**src/rtl/circle_raster_pkg.sv**
```systemverilog
// circle_raster_pkg
//   Shared types and width helpers for the midpoint circle rasteriser.
//   - state_e   : control FSM states (IDLE, EMIT, STEP, DONE)
//   - slot_t    : index of the symmetric point (0..7) emitted in one step
//   - cnt_width : width of the signed x/y step counters for a radius width
//   - d_width   : width of the signed decision variable for a radius width
package circle_raster_pkg;

  typedef enum logic [1:0] {
    S_IDLE = 2'd0,
    S_EMIT = 2'd1,
    S_STEP = 2'd2,
    S_DONE = 2'd3
  } state_e;

  typedef logic [2:0] slot_t;

  localparam slot_t SLOT_FIRST = 3'd0;
  localparam slot_t SLOT_LAST  = 3'd7;

  // x and y need two extra bits: one for sign, one for the y-1 / x+1 overshoot.
  function automatic int cnt_width(input int rw);
    return rw + 2;
  endfunction

  // d = 3-2r and its increments of 4(x-y)+10 need four extra bits.
  function automatic int d_width(input int rw);
    return rw + 4;
  endfunction

endpackage

```
**src/rtl/circle_raster_octant_map.sv**
```systemverilog
// octant_map
//   Combinational mapping of one symmetric slot to a screen pixel.
//   Inputs : slot_i (0..7), xc_i/yc_i centre, x_i/y_i signed step counters,
//            mask_i per-slot enable.
//   Outputs: px_o/py_o pixel coordinates (truncated to screen width),
//            live_o = slot enabled and pixel inside 0..SCR_W-1 x 0..SCR_H-1.
module octant_map
  import circle_raster_pkg::*;
#(
  parameter int XW    = 8,
  parameter int YW    = 7,
  parameter int CNT_W = 8,
  parameter int SCR_W = 160,
  parameter int SCR_H = 120
) (
  input  logic [2:0]              slot_i,
  input  logic [XW-1:0]           xc_i,
  input  logic [YW-1:0]           yc_i,
  input  logic signed [CNT_W-1:0] x_i,
  input  logic signed [CNT_W-1:0] y_i,
  input  logic [7:0]              mask_i,
  output logic [XW-1:0]           px_o,
  output logic [YW-1:0]           py_o,
  output logic                    live_o
);

  localparam logic signed [XW+1:0] SCR_W_S = (XW+2)'(SCR_W);
  localparam logic signed [YW+1:0] SCR_H_S = (YW+2)'(SCR_H);

  logic signed [XW+1:0] cx, ax, ay, px;
  logic signed [YW+1:0] cy, bx, by, py;

  always_comb begin
    cx = signed'({2'b00, xc_i});
    cy = signed'({2'b00, yc_i});
    // Sign-extend the counters into each axis' working width.
    ax = (XW+2)'(x_i);
    ay = (XW+2)'(y_i);
    bx = (YW+2)'(x_i);
    by = (YW+2)'(y_i);
    px = cx;
    py = cy;
    case (slot_t'(slot_i))
      3'd0:    begin px = cx + ax; py = cy + by; end
      3'd1:    begin px = cx - ax; py = cy + by; end
      3'd2:    begin px = cx + ax; py = cy - by; end
      3'd3:    begin px = cx - ax; py = cy - by; end
      3'd4:    begin px = cx + ay; py = cy + bx; end
      3'd5:    begin px = cx - ay; py = cy + bx; end
      3'd6:    begin px = cx + ay; py = cy - bx; end
      default: begin px = cx - ay; py = cy - bx; end
    endcase
    px_o   = px[XW-1:0];
    py_o   = py[YW-1:0];
    // Sign bit clear means >= 0; upper bound checked signed.
    live_o = mask_i[slot_i] && !px[XW+1] && (px < SCR_W_S)
                            && !py[YW+1] && (py < SCR_H_S);
  end

endmodule

```
**src/rtl/circle_raster.sv**
```systemverilog
// circle_raster
//   Midpoint circle rasteriser: one command (centre, radius, colour, slot
//   mask) becomes a stream of clipped pixel writes.
//   Ports: CLK50/RSTn clock and async active-low reset; start/xc/yc/r/
//   colour/oct_mask command (taken only when idle); busy/done status;
//   pix_valid/pix_ready/xo/yo/co pixel stream; dbg_state_o FSM state.
//   Handshake: a pixel transfers on a rising edge where pix_valid and
//   pix_ready are both 1; once raised, pix_valid and xo/yo/co hold until
//   that transfer happens.
module circle_raster
  import circle_raster_pkg::*;
#(
  parameter int XW    = 8,
  parameter int YW    = 7,
  parameter int RW    = 6,
  parameter int CW    = 3,
  parameter int SCR_W = 160,
  parameter int SCR_H = 120
) (
  input  logic          CLK50,
  input  logic          RSTn,
  input  logic          start,
  input  logic [XW-1:0] xc,
  input  logic [YW-1:0] yc,
  input  logic [RW-1:0] r,
  input  logic [CW-1:0] colour,
  input  logic [7:0]    oct_mask,
  output logic          busy,
  output logic          done,
  output logic          pix_valid,
  input  logic          pix_ready,
  output logic [XW-1:0] xo,
  output logic [YW-1:0] yo,
  output logic [CW-1:0] co,
  output logic [1:0]    dbg_state_o
);

  localparam int CNT_W = cnt_width(RW);
  localparam int D_W   = d_width(RW);

  state_e                  state_q, state_d;
  slot_t                   slot_q, slot_d;
  logic signed [CNT_W-1:0] x_q, x_d, y_q, y_d, x_step, y_step;
  logic signed [D_W-1:0]   d_q, d_d, x_ext, y_ext;
  logic [XW-1:0]           xc_q, xc_d;
  logic [YW-1:0]           yc_q, yc_d;
  logic [CW-1:0]           col_q, col_d;
  logic [7:0]              mask_q, mask_d;
  logic                    pix_valid_q, pix_valid_d;
  logic [XW-1:0]           xo_q, map_px;
  logic [YW-1:0]           yo_q, map_py;
  logic [CW-1:0]           co_q;
  logic                    map_live;

  // The map looks at the next-cycle slot so the output register already
  // holds the pixel in the first EMIT cycle (slot 0 visible right after accept).
  octant_map #(
    .XW(XW), .YW(YW), .CNT_W(CNT_W), .SCR_W(SCR_W), .SCR_H(SCR_H)
  ) u_map (
    .slot_i(slot_d), .xc_i(xc_d), .yc_i(yc_d), .x_i(x_d), .y_i(y_d),
    .mask_i(mask_d), .px_o(map_px), .py_o(map_py), .live_o(map_live)
  );

  // State register
  always_ff @(posedge CLK50 or negedge RSTn) begin
    if (!RSTn) state_q <= S_IDLE;
    else       state_q <= state_d;
  end

  // Next state and datapath next values
  always_comb begin
    state_d = state_q;
    slot_d  = slot_q;
    x_d     = x_q;
    y_d     = y_q;
    d_d     = d_q;
    xc_d    = xc_q;
    yc_d    = yc_q;
    col_d   = col_q;
    mask_d  = mask_q;
    x_ext   = D_W'(x_q);
    y_ext   = D_W'(y_q);
    x_step  = x_q + CNT_W'(1);
    y_step  = y_q;
    case (state_q)
      S_IDLE: begin
        if (start) begin
          state_d = S_EMIT;
          slot_d  = SLOT_FIRST;
          x_d     = '0;
          y_d     = signed'({2'b00, r});
          d_d     = D_W'(3) - signed'({3'b000, r, 1'b0});
          xc_d    = xc;
          yc_d    = yc;
          col_d   = colour;
          mask_d  = oct_mask;
        end
      end
      S_EMIT: begin
        // Dead slots (valid low) advance unconditionally after one cycle.
        if (!pix_valid_q || pix_ready) begin
          if (slot_q == SLOT_LAST) state_d = S_STEP;
          else                     slot_d  = slot_q + 3'd1;
        end
      end
      S_STEP: begin
        if (d_q[D_W-1]) begin
          d_d = d_q + (x_ext <<< 2) + D_W'(6);
        end else begin
          d_d    = d_q + ((x_ext - y_ext) <<< 2) + D_W'(10);
          y_step = y_q - CNT_W'(1);
        end
        x_d = x_step;
        y_d = y_step;
        if (x_step > y_step) begin
          state_d = S_DONE;
        end else begin
          state_d = S_EMIT;
          slot_d  = SLOT_FIRST;
        end
      end
      default: state_d = S_IDLE;
    endcase
  end

  // Outputs
  always_comb begin
    busy        = (state_q != S_IDLE);
    done        = (state_q == S_DONE);
    dbg_state_o = state_q;
    pix_valid_d = (state_d == S_EMIT) && map_live;
    pix_valid   = pix_valid_q;
    xo          = xo_q;
    yo          = yo_q;
    co          = co_q;
  end

  // Datapath registers
  always_ff @(posedge CLK50 or negedge RSTn) begin
    if (!RSTn) begin
      slot_q <= SLOT_FIRST;
      x_q    <= '0;
      y_q    <= '0;
      d_q    <= '0;
      xc_q   <= '0;
      yc_q   <= '0;
      col_q  <= '0;
      mask_q <= '0;
    end else begin
      slot_q <= slot_d;
      x_q    <= x_d;
      y_q    <= y_d;
      d_q    <= d_d;
      xc_q   <= xc_d;
      yc_q   <= yc_d;
      col_q  <= col_d;
      mask_q <= mask_d;
    end
  end

  // Pixel output register
  always_ff @(posedge CLK50 or negedge RSTn) begin
    if (!RSTn) begin
      pix_valid_q <= 1'b0;
      xo_q        <= '0;
      yo_q        <= '0;
      co_q        <= '0;
    end else begin
      pix_valid_q <= pix_valid_d;
      if (state_d == S_EMIT) begin
        xo_q <= map_px;
        yo_q <= map_py;
        co_q <= col_d;
      end
    end
  end

endmodule
```
**config.mk**
```make
export PLATFORM = sky130hd
export DESIGN_NAME = circle_raster
export DESIGN_NICKNAME = d
export VERILOG_FILES = /design/src/rtl/circle_raster_pkg.sv /design/src/rtl/circle_raster_octant_map.sv /design/src/rtl/circle_raster.sv
export SDC_FILE = /design/constraint.sdc
export NUM_CORES = 1
export LEC_CHECK = 0
export CAP_MARGIN = 0
export CORE_MARGIN = 2
export CORE_UTILIZATION = 59
export DETAILED_ROUTE_END_ITERATION = 7
export PLACE_DENSITY = 0.82
export SLEW_MARGIN = 20
export SYNTH_ARGS = -nofsm -noshare
export SYNTH_HDL_FRONTEND = slang
export SYNTH_SLANG_ARGS = --single-unit
```
**constraint.sdc**
```tcl
create_clock -name CLK50 -period 6.05 [get_ports CLK50]
set_input_delay 0.605 -clock CLK50 [delete_from_list [all_inputs] [get_ports CLK50]]
set_output_delay 0.605 -clock CLK50 [all_outputs]
set_load 0.03 [all_outputs]
```
==> summary.md, run 1 <==
| Metric | Value |
|---|---|
| Commonest non-fill, non-tap cell in the layout | `dfrtp_1` |
| Routability Congestion | `0.933` |
| Post-synthesis cell type count | `77` |
| DRC viols | `0` |
| Worst-margin pin slew | `0.749 ns` |
| RSZ-0062 raised after global routing | `no` |
| Iteration count of the initial detailed-routing pass | `5` |
| Fmax | `0.181 GHz` |
| Vias per cell | `6.18` |
| Die area | `11600 µm²` |
| Final hold violations | `0` |
| Synth Instances | `705` |
| Avg Inst Size Synth | `9.04 µm²` |
| Max-slew violation count | `0` |
| Rel. slew slack | `50.0%` |
| Fin Setup TNS | `0 ns` |
| Max Fanout on Critical Path | `9` |
| Most frequent cells in the layout | `dfrtp_1, ha_1, clkdlybuf4s50_1` |
| Number of global-route vias before repair | `5451` |
| Clock Skews | `0.0193 ns` |
| Clk sink count | `75` |
| Clk_lat worst skew | `0.37 ns` |
| FFs w/ async S/R, synth | `100%` |
| Post-Syn Area | `6370 µm²` |
| Num CTS Buffers | `9` |
| HPWL Detailed | `12600 µm` |
| Critical Path Start Type | `flop` |
| Chip Width | `108 µm` |
| Number of synthesized flops with an enable pin | `0` |
| Post-route insts no fill | `903` |
| Total GRT Usage | `30.7%` |
| Core area | `10400 µm²` |
| PortBufs | `58` |
| Hold Worst Slack | `0.188 ns` |
| Primary FF master, synth | `dfrtp_1` |
| DR WL/cell | `18.7 µm` |
| Iter 0 DRT Violations | `532` |
| CP Class | `flop to flop` |
| Hold_buf cts | `0` |
| Root Buffer | `clkbuf_8` |
| Final Util | `70.6%` |
| MaxCap Viol Count | `0` |
| CTS tree | `built` |
| Fin crit period | `5.52 ns` |
| Hold crit path type | `input pin to async pin` |
| Ant diodes | `0` |
| Final period utilization | `91.2%` |
| Post-synthesis sequential area ratio | `29.5%` |
| Antenna-violating nets left | `0` |
| Pin count of the biggest net entering global routing | `76` |
| Initial Util | `61.2%` |
| Layout Nets | `867` |
| Status | `complete, no violations` |
| Initial antenna violation count | `0` |
| DRT Wirelength | `16900 µm` |
| Required time worst endpoint | `6.30 ns` |
| DIE HEIGHT | `108 µm` |
| Worst-path clk slew | `0.09 ns` |
| Core Rows | `37` |
| Synthesis Warnings | `0` |
| Critical path arrival | `5.77 ns` |
| Yosys reg bits | `75` |
| Htree depth | `3` |
| Syn nets | `810` |
| Grt total ovfl | `0` |
| Routed vias | `5585` |
| First-pass GRT wire length | `27700 µm` |
| Share of layout cells above drive strength 1 | `13.3%` |
| Reg2reg setup slack | `0.53 ns` |
| CTS Buffer Depth | `2` |
| Worst-case reg-to-reg path depth | `23` |
| Synthesis-to-finish area growth | `15.5%` |
| Ports | `59` |
| Inst Count DP | `879` |
| Setup-failing EPs final | `0` |
| CP endpoint kind | `flop` |
==> worst paths after layout <==
check,start,endpoint
min in group CLK50,xo[2]$_DFFE_PN0P_,xo[2]$_DFFE_PN0P_
worst max register to register,y_q[1]$_DFF_PN0_,pix_valid$_DFF_PN0_
max in group asynchronous,RSTn,dbg_state_o[1]$_DFF_PN0_
worst min register to register,xo[2]$_DFFE_PN0P_,xo[2]$_DFFE_PN0P_
worst max-delay path,y_q[1]$_DFF_PN0_,pix_valid$_DFF_PN0_
worst min-delay path,RSTn,d_q[6]$_DFFE_PN0P_
==> worst max-delay path: stages, from the launching register on <==
cell        delay, ns
dfrtp_1          0.47
inv_1            0.15
ha_1             0.22
or4b_4           0.50
xnor2_1          0.16
ha_1             0.29
nand4_1          0.15
o211ai_1         0.27
nor2b_1          0.10
nor2_1           0.19
a21o_2           0.29
clkinvlp_4       0.22
nand2_1          0.11
xor2_1           0.23
o21ai_0          0.14
ha_1             0.32
inv_1            0.07
o21bai_1         0.15
a21oi_1          0.13
nor2b_1          0.14
o21a_1           0.17
a21oi_1          0.08
or4b_1           0.49
a2111oi_2        0.35
==> Yosys cell counts (all sizes together), types with 3 or more instances <==
library cell   n  share of area [%]
buf           16                1.3
dfrtp         75                 29
o31ai          4               0.55
a31oi         10                1.1
a41oi          3               0.41
xor2          15                2.1
nand3         16                1.4
fa             5                1.6
o22ai          7               0.69
a21boi         3               0.35
o211ai        11                1.4
or3            4               0.39
nor2          44                2.6
a221oi         4               0.75
a211oi         8                1.1
nor3b          4               0.55
o21a           6               0.71
a21oi         51                4.0
clkbuf        16               0.94
nand4          5               0.49
nor2b         15                1.5
nand2b         8               0.79
ha            64                 13
mux2i         10                1.6
inv           57                3.4
o21ai         44                3.5
xnor2         35                4.8
o221ai         3               0.41
and2           5               0.49
mux2          37                6.5
nor3          11               0.86
o21bai         9                1.2
nand2         55                3.2
nor4           4               0.96
a21o           9                1.1
==> through the flow <==
stage,instance area [µm²],worst slack [ns]
global placement,7070,0.674
CTS,7270,0.417
floorplan,6370,0.989
detailed placement,7070,0.492
finish,7360,0.531
global route,7360,0.101
==> routing by layer <==
layer / wire, µm / track usage (%) / share of wire (%)
met1: 7690 / 44.6 / 46
met2: 7730 / 48.3 / 46
met3: 1160 / 3.93 / 6.9
met4: 283 / 8.79 / 1.7
met5: 0 / 0 / 0
==> cell families (layout without fill, tap and decap cells) <==
logic type               after synthesis  count (layout)  synth area share (%)
AO/OA/AOI/OAI                        189             189                  19.9
AND/OR/NAND/NOR                      184             184                  15.2
multiplexers                          48              48                  8.46
adder cells (fa/ha/maj)               69              69                  14.1
XOR/XNOR                              51              51                  7.23
flip-flops                            75              75                  29.5
buffers and inverters                 89             151                  5.64
==> flip-flops by register name, indices dropped and copies added, names as in the netlist <==
name,flops
co,3
col_q,3
d_q,9
dbg_state_o,2
mask_q,8
pix_valid,1
slot_q,3
x_q,8
xc_q,8
xo,8
y_q,8
yc_q,7
yo,7
==> layout make-up <==
| type | instances | area, µm² |
|---|---|---|
| multi-input combinational | 541 | 4150 |
| fill | 796 | 3060 |
| sequential | 75 | 1880 |
| timing repair buffer | 78 | 741 |
| inverter | 57 | 218 |
| tap | 136 | 170 |
| clock buffer | 11 | 141 |
| clock inverter | 5 | 60.1 |
==> repair_timing <==
| action | 4_1_cts | 5_1_grt |
|---|---|---|
| setup endpoints to repair | 0 | 1 |
| setup buffers | 0 | 7 |
| gates resized for setup | 0 | 3 |
Power of run 1 is left out: the tool's default activity adds up to more than one toggle a clock period on the data nets, which glitch-free logic cannot reach.
==> inputs of run 2 (changes only) <==
--- a/config.mk
+++ b/config.mk
@@ -6,7 +6,7 @@
 export NUM_CORES = 1
 export LEC_CHECK = 0
 export CAP_MARGIN = 0
-export CORE_MARGIN = 2
+export CORE_MARGIN = 3
 export CORE_UTILIZATION = 59
 export DETAILED_ROUTE_END_ITERATION = 7
 export PLACE_DENSITY = 0.82
==> run 2 against run 1 <==
  * Clock skew is 0.0032 ns lower
  * Register-to-register slack got worse by 0.13 ns
  * Core utilization rose by 0.30 points
  * Via count rose by 0.68%
  * Fmax down 2.3%
  * Flip-flop and latch count stayed put
  * Largest cell class unchanged
==> summary.md, run 2 (synthesis gave the netlist of run 1 again) <==
| Metric | Value |
|---|---|
| Chip Width | `110 µm (+1.9%)` |
| Hold crit path type | `input pin to async pin` |
| CP Class | `flop to flop` |
| Antenna-violating nets left | `0 (unchanged)` |
| Buffers & Inverters on Critical Path | `3 (unchanged)` |
| PortBufs | `58 (unchanged)` |
| Iter 0 DRT Violations | `430 (-19%)` |
| Register bank with the most flops | `d_q` |
| Fin crit period | `5.65 ns (+0.128 ns)` |
| CP endpoint kind | `flop` |
| Number of global-route vias before repair | `5560 (+2.0%)` |
| Commonest non-fill, non-tap cell in the layout | `dfrtp_1` |
| Routed vias | `5623 (+0.68%)` |
| Initial antenna violation count | `0 (unchanged)` |
| DR WL/cell | `19.0 µm (+1.8%)` |
| Worst-margin pin slew | `1.06 ns (+0.309 ns)` |
| Required time worst endpoint | `6.31 ns (about the same)` |
| Crit-path most repeated cell | `ha_1` |
| Fillcell total | `775 (-2.6%)` |
| RSZ-0062 raised after global routing | `no` |
| Ports | `59 (unchanged)` |
| Grt total ovfl | `0 (unchanged)` |
| Final hold violations | `0 (unchanged)` |
| Htree depth | `3 (unchanged)` |
| CTS Buffer Depth | `2 (unchanged)` |
| Status | `complete, no violations` |
| Worst-path clk slew | `0.09 ns (about the same)` |
| Fmax | `0.177 GHz (-2.3%)` |
| Routability Congestion | `0.916 (-1.8%)` |
| Most frequent cells in the layout | `dfrtp_1, ha_1, clkdlybuf4s50_1` |
| DRT Wirelength | `17100 µm (+1.7%)` |
| MaxCap Viol Count | `0 (unchanged)` |
| Max FFs per register | `9 (unchanged)` |
| Core area | `10400 µm² (unchanged)` |
| Max Fanout on Critical Path | `9 (unchanged)` |
| DRC viols | `0 (unchanged)` |
| DIE HEIGHT | `110 µm (+1.9%)` |
| Share of layout cells above drive strength 1 | `13.3% (+0.017 points)` |
| Num CTS Buffers | `9 (unchanged)` |
| Initial Util | `61.2% (unchanged)` |
| Critical path arrival | `5.91 ns (+0.14 ns)` |
| Setup-failing EPs final | `0 (unchanged)` |
| CTS tree | `built` |
| Clock Skews | `0.0161 ns (-0.00317 ns)` |
| Max-slew violation count | `0 (unchanged)` |
| Ant diodes | `0 (unchanged)` |
| Clk_lat worst skew | `0.37 ns (about the same)` |
| Layout Nets | `866 (-0.12%)` |
| Rel. slew slack | `29.5% (-21 points)` |
| CP top delay family | `compound AO/OA/AOI/OAI gates` |
| Clk sink count | `75 (unchanged)` |
| Fin Setup TNS | `0 ns (unchanged)` |
| Iteration count of the initial detailed-routing pass | `6 (+1)` |
| Vias per cell | `6.23 (+0.79%)` |
| Pin count of the biggest net entering global routing | `76 (unchanged)` |
| Die area | `12100 µm² (+3.7%)` |
| Root Buffer | `clkbuf_8` |
| Final period utilization | `93.4% (+2.1 points)` |
| Hold_buf cts | `0 (unchanged)` |
| Critical Path Start Type | `flop` |
| CP cell instances | `inv_1 > ha_1 > nor3b_2 > nand2_1 > xnor2_1 > ha_1 > nand4_1 > o211ai_1 > nor2b_1 > nor2_1 > a21o_2 > clkinvlp_4 > nand2_1 > xor2_1 > o21ai_0 > ha_1 > inv_1 > o21bai_1 > a21oi_1 > nor2b_1 > o21a_1 > a21oi_1 > or4b_1 > a2111oi_2` |
| Core Rows | `37 (unchanged)` |
| Synthesis-to-finish area growth | `15.9%` |
| Crit path max-delay cell type | `or4b_1` |
| Total GRT Usage | `29.7% (-1.1 points)` |
| Crit path largest cell delay | `0.49 ns (about the same)` |
| First-pass GRT wire length | `27800 µm (+0.23%)` |
| HPWL Detailed | `12600 µm (-0.27%)` |
run 2: changes by cell type in the layout (fill, tap and decap cells not counted), sizes merged:
cell / change
buf: -1
bufinv: +2
clkbuf: -1
clkinv: -1
clkinvlp: +1
inv: -1
run 2: worst paths after layout:
kind / to / slack, ns / start / cells past startpoint
hold / removal: d_q[6]$_DFFE_PN0P_ / 0.36 / RSTn / 1
hold reg to reg: xo[2]$_DFFE_PN0P_ / 0.49 / xo[2]$_DFFE_PN0P_ / 2
max in group asynchronous: mask_q[1]$_DFF_PN0_ / 5.02 / RSTn / 1
setup / recovery: pix_valid$_DFF_PN0_ / 0.40 / y_q[1]$_DFF_PN0_ / 24
min in group CLK50: xo[2]$_DFFE_PN0P_ / 0.49 / xo[2]$_DFFE_PN0P_ / 2
setup reg to reg: pix_valid$_DFF_PN0_ / 0.40 / y_q[1]$_DFF_PN0_ / 24
run 2: repair_timing:
action                                  CTS  global route
endpoints found under the setup margin    0             1
buffers inserted                          0             7
endpoints found under the hold margin     0             0
resized for setup                         0             6
run 2: cell type report:
cell class | instances | area (µm²) | share of cell area (%)
multi-input cells | 541 | 4160 | 56.3
flip-flops and latches | 75 | 1880 | 25.4
repair buffers | 77 | 721 | 9.75
inverters | 57 | 218 | 2.95
well taps | 136 | 170 | 2.30
clock buffers | 10 | 128 | 1.73
clock inverters | 6 | 114 | 1.54
run 2: worst reg2reg max path: cells and delay by family (launching register included):
kind,cells,cell delay [ns]
flops,1,0.47
xor+xnor,2,0.34
fa+ha+maj,3,0.88
simple gates,8,1.70
compound gates,8,1.71
buf+inv,3,0.43
run 2: routing by layer:
| metal | part of all wire, % | vias to the layer above | global-route usage (%) |
|---|---|---|---|
| li1 | - | 2633 | - |
| met4 | 1.9 | 0 | 9.80 |
| met3 | 7.0 | 36 | 4.35 |
| met5 | 0 | - | 0 |
| met2 | 46 | 238 | 47.2 |
| met1 | 45 | 2716 | 41.4 |
run 2: stage by stage:
stage | instance area (µm²) | worst slack [ns] | hold slack (ns) | instances | utilization [%]
4_1_cts | 7310 | 0.266 | 0.429 | 895 | 70.2
3_3_place_gp | 7070 | 0.572 | 0.466 | 879 | 67.9
3_5_place_dp | 7070 | 0.385 | 0.477 | 879 | 67.9
2_1_floorplan | 6370 | 0.989 | 0.309 | 705 | -
5_1_grt | 7390 | 0.00905 | 0.453 | 902 | 70.9
6_report | 7390 | 0.402 | 0.361 | 902 | 70.9
Power of run 2 is left out for the same reason.
==> inputs of run 3 (changes only) <==
--- a/config.mk
+++ b/config.mk
@@ -7,9 +7,8 @@
 export LEC_CHECK = 0
 export CAP_MARGIN = 0
 export CORE_MARGIN = 3
-export CORE_UTILIZATION = 59
+export CORE_UTILIZATION = 30
 export DETAILED_ROUTE_END_ITERATION = 7
-export PLACE_DENSITY = 0.82
 export SLEW_MARGIN = 20
 export SYNTH_ARGS = -nofsm -noshare
 export SYNTH_HDL_FRONTEND = slang
==> constraint.sdc (replaced) <==
create_clock -name CLK50 -period 5.5 [get_ports CLK50]
set_input_delay 0.55 -clock CLK50 [delete_from_list [all_inputs] [get_ports CLK50]]
set_output_delay 0.55 -clock CLK50 [all_outputs]
set_load 0.03 [all_outputs]
==> run 3 against run 2 <==
  * Die area increased by 91%
  * Via count shrank 4.9%
  * Critical path depth down 2
  * Highest routed layer unchanged
  * Core utilization is 33 points lower
==> summary.md, run 3 (synthesis gave the netlist of run 1 again) <==
| Metric | Value |
|---|---|
| Buffers & Inverters on Critical Path | `1 (-2)` |
| Critical path arrival | `5.43 ns (-0.48 ns)` |
| Core area | `20600 µm² (+97%)` |
| CTS tree | `built` |
| Setup-failing EPs final | `0 (unchanged)` |
| Max FFs per register | `9 (unchanged)` |
| CP cell instances | `inv_1 > ha_1 > or4b_4 > xnor2_1 > ha_1 > nand4_1 > nand4bb_1 > a21oi_2 > nor2_1 > a21o_1 > or3_1 > a21oi_1 > a31oi_1 > ha_1 > a21oi_1 > o21bai_1 > a21oi_1 > nor2b_1 > o21a_1 > a21oi_1 > or4b_1 > a2111oi_2` |
| Required time worst endpoint | `5.74 ns (-0.57 ns)` |
| Fmax | `0.193 GHz (+8.8%)` |
| Status | `complete, no violations` |
| Rel. slew slack | `51.3% (+22 points)` |
| Worst-path clk slew | `0.06 ns (-0.03 ns)` |
| DRT Wirelength | `17000 µm (-0.74%)` |
| Crit path max-delay cell type | `or4b_4` |
| Critical Path Start Type | `flop` |
| Max Fanout on Critical Path | `7 (-2)` |
| Htree depth | `3 (unchanged)` |
| DRC viols | `0 (unchanged)` |
| CP top delay family | `simple AND/OR/NAND/NOR gates` |
| Iter 0 DRT Violations | `333 (-23%)` |
| Max-slew violation count | `0 (unchanged)` |
| DIE HEIGHT | `152 µm (+38%)` |
| Grt total ovfl | `0 (unchanged)` |
| Die area | `23000 µm² (+91%)` |
| Most frequent cells in the layout | `dfrtp_1, ha_1, clkdlybuf4s50_1` |
| Synthesis-to-finish area growth | `22.0%` |
| Setup WS post-layout | `0.307 ns (-0.0954 ns)` |
| Fin crit period | `5.19 ns (-0.455 ns)` |
| Hold_buf cts | `0 (unchanged)` |
| Hold crit path type | `input pin to async pin` |
| Register bank with the most flops | `d_q` |
| Share of layout cells above drive strength 1 | `15.6% (+2.3 points)` |
| Core Rows | `52 (+41%)` |
| Routed vias | `5345 (-4.9%)` |
| Final period utilization | `94.4% (+1.1 points)` |
| Antenna-violating nets left | `0 (unchanged)` |
| Initial antenna violation count | `0 (unchanged)` |
| CP Class | `flop to flop` |
| Root Buffer | `clkbuf_16` |
| DP Worst Slack | `0.116 ns (-0.268 ns)` |
| Ports | `59 (unchanged)` |
| Final hold violations | `0 (unchanged)` |
| Initial Util | `31.0% (-30 points)` |
| PortBufs | `58 (unchanged)` |
| Iteration count of the initial detailed-routing pass | `5 (-1)` |
| Commonest non-fill, non-tap cell in the layout | `dfrtp_1` |
| Clk sink count | `75 (unchanged)` |
| MaxCap Viol Count | `0 (unchanged)` |
| Clock Skews | `0.00515 ns (-0.0110 ns)` |
| Fillcell total | `2112 (+170%)` |
| Crit path largest cell delay | `0.50 ns (about the same)` |
| Total GRT Usage | `15.6% (-14 points)` |
| Pin count of the biggest net entering global routing | `76 (unchanged)` |
| Worst-margin pin slew | `0.730 ns (-0.328 ns)` |
| Crit-path most repeated cell | `a21oi_1` |
| Number of global-route vias before repair | `5438 (-2.2%)` |
| Routability Congestion | `0.877 (-4.3%)` |
| Vias per cell | `5.09 (-18%)` |
| HPWL Detailed | `12900 µm (+2.2%)` |
| CTS Buffer Depth | `2 (unchanged)` |
| Num CTS Buffers | `9 (unchanged)` |
| Layout Nets | `881 (+1.7%)` |
| Clk_lat worst skew | `0.35 ns (-0.02 ns)` |
| Chip Width | `152 µm (+38%)` |
| DR WL/cell | `16.2 µm (-15%)` |
| Ant diodes | `0 (unchanged)` |
| First-pass GRT wire length | `28200 µm (+1.4%)` |
| CP endpoint kind | `flop` |
==> run 3: worst paths after layout <==
kind                                     start                  end  slack [ns]  cells past startpoint
hold reg to reg            mask_q[3]$_DFF_PN0_  mask_q[3]$_DFF_PN0_        0.49                      1
min in group CLK50         mask_q[3]$_DFF_PN0_  mask_q[3]$_DFF_PN0_        0.49                      1
hold / removal                            RSTn    xc_q[6]$_DFF_PN0_        0.24                      1
max in group asynchronous                 RSTn  mask_q[3]$_DFF_PN0_        4.77                      1
setup / recovery              y_q[0]$_DFF_PN0_  pix_valid$_DFF_PN0_        0.31                     22
setup reg to reg              y_q[0]$_DFF_PN0_  pix_valid$_DFF_PN0_        0.31                     22
==> run 3: metrics by stage <==
| stage | cells | util, % | TNS (ns) | area, µm² | hold WS (ns) |
|---|---|---|---|---|---|
| 2_1_floorplan | 705 | - | 0 | 6370 | 0.254 |
| 3_3_place_gp | 1034 | 36.0 | 0 | 7410 | 0.478 |
| 3_5_place_dp | 1034 | 36.0 | 0 | 7410 | 0.474 |
| 4_1_cts | 1050 | 37.5 | 0 | 7710 | 0.405 |
| 5_1_grt | 1051 | 37.8 | -0.0168 | 7770 | 0.285 |
| 6_report | 1051 | 37.8 | 0 | 7770 | 0.238 |
==> run 3: cell type report <==
| type | count | area [µm²] | area share [%] |
|---|---|---|---|
| Clock buffer | 9 | 225 | 2.90 |
| Multi-Input combinational cell | 541 | 4190 | 53.9 |
| Inverter | 57 | 214 | 2.75 |
| Sequential cell | 75 | 1880 | 24.1 |
| Clock inverter | 7 | 81.3 | 1.05 |
| Timing Repair Buffer | 92 | 845 | 10.9 |
| Tap cell | 270 | 338 | 4.35 |
==> run 3: repair_timing <==
item / in CTS / in global routing
resized for setup: 0 / 13
setup endpoints to repair: 0 / 1
buffers inserted: 0 / 1
==> run 3: layer usage <==
layer  track usage [%]  routed length (µm)
met1              21.4                8260
met5                 0                   0
met4              3.91                 292
met3              4.13                 895
met2              24.4                7570
Power of run 3 is left out for the same reason.
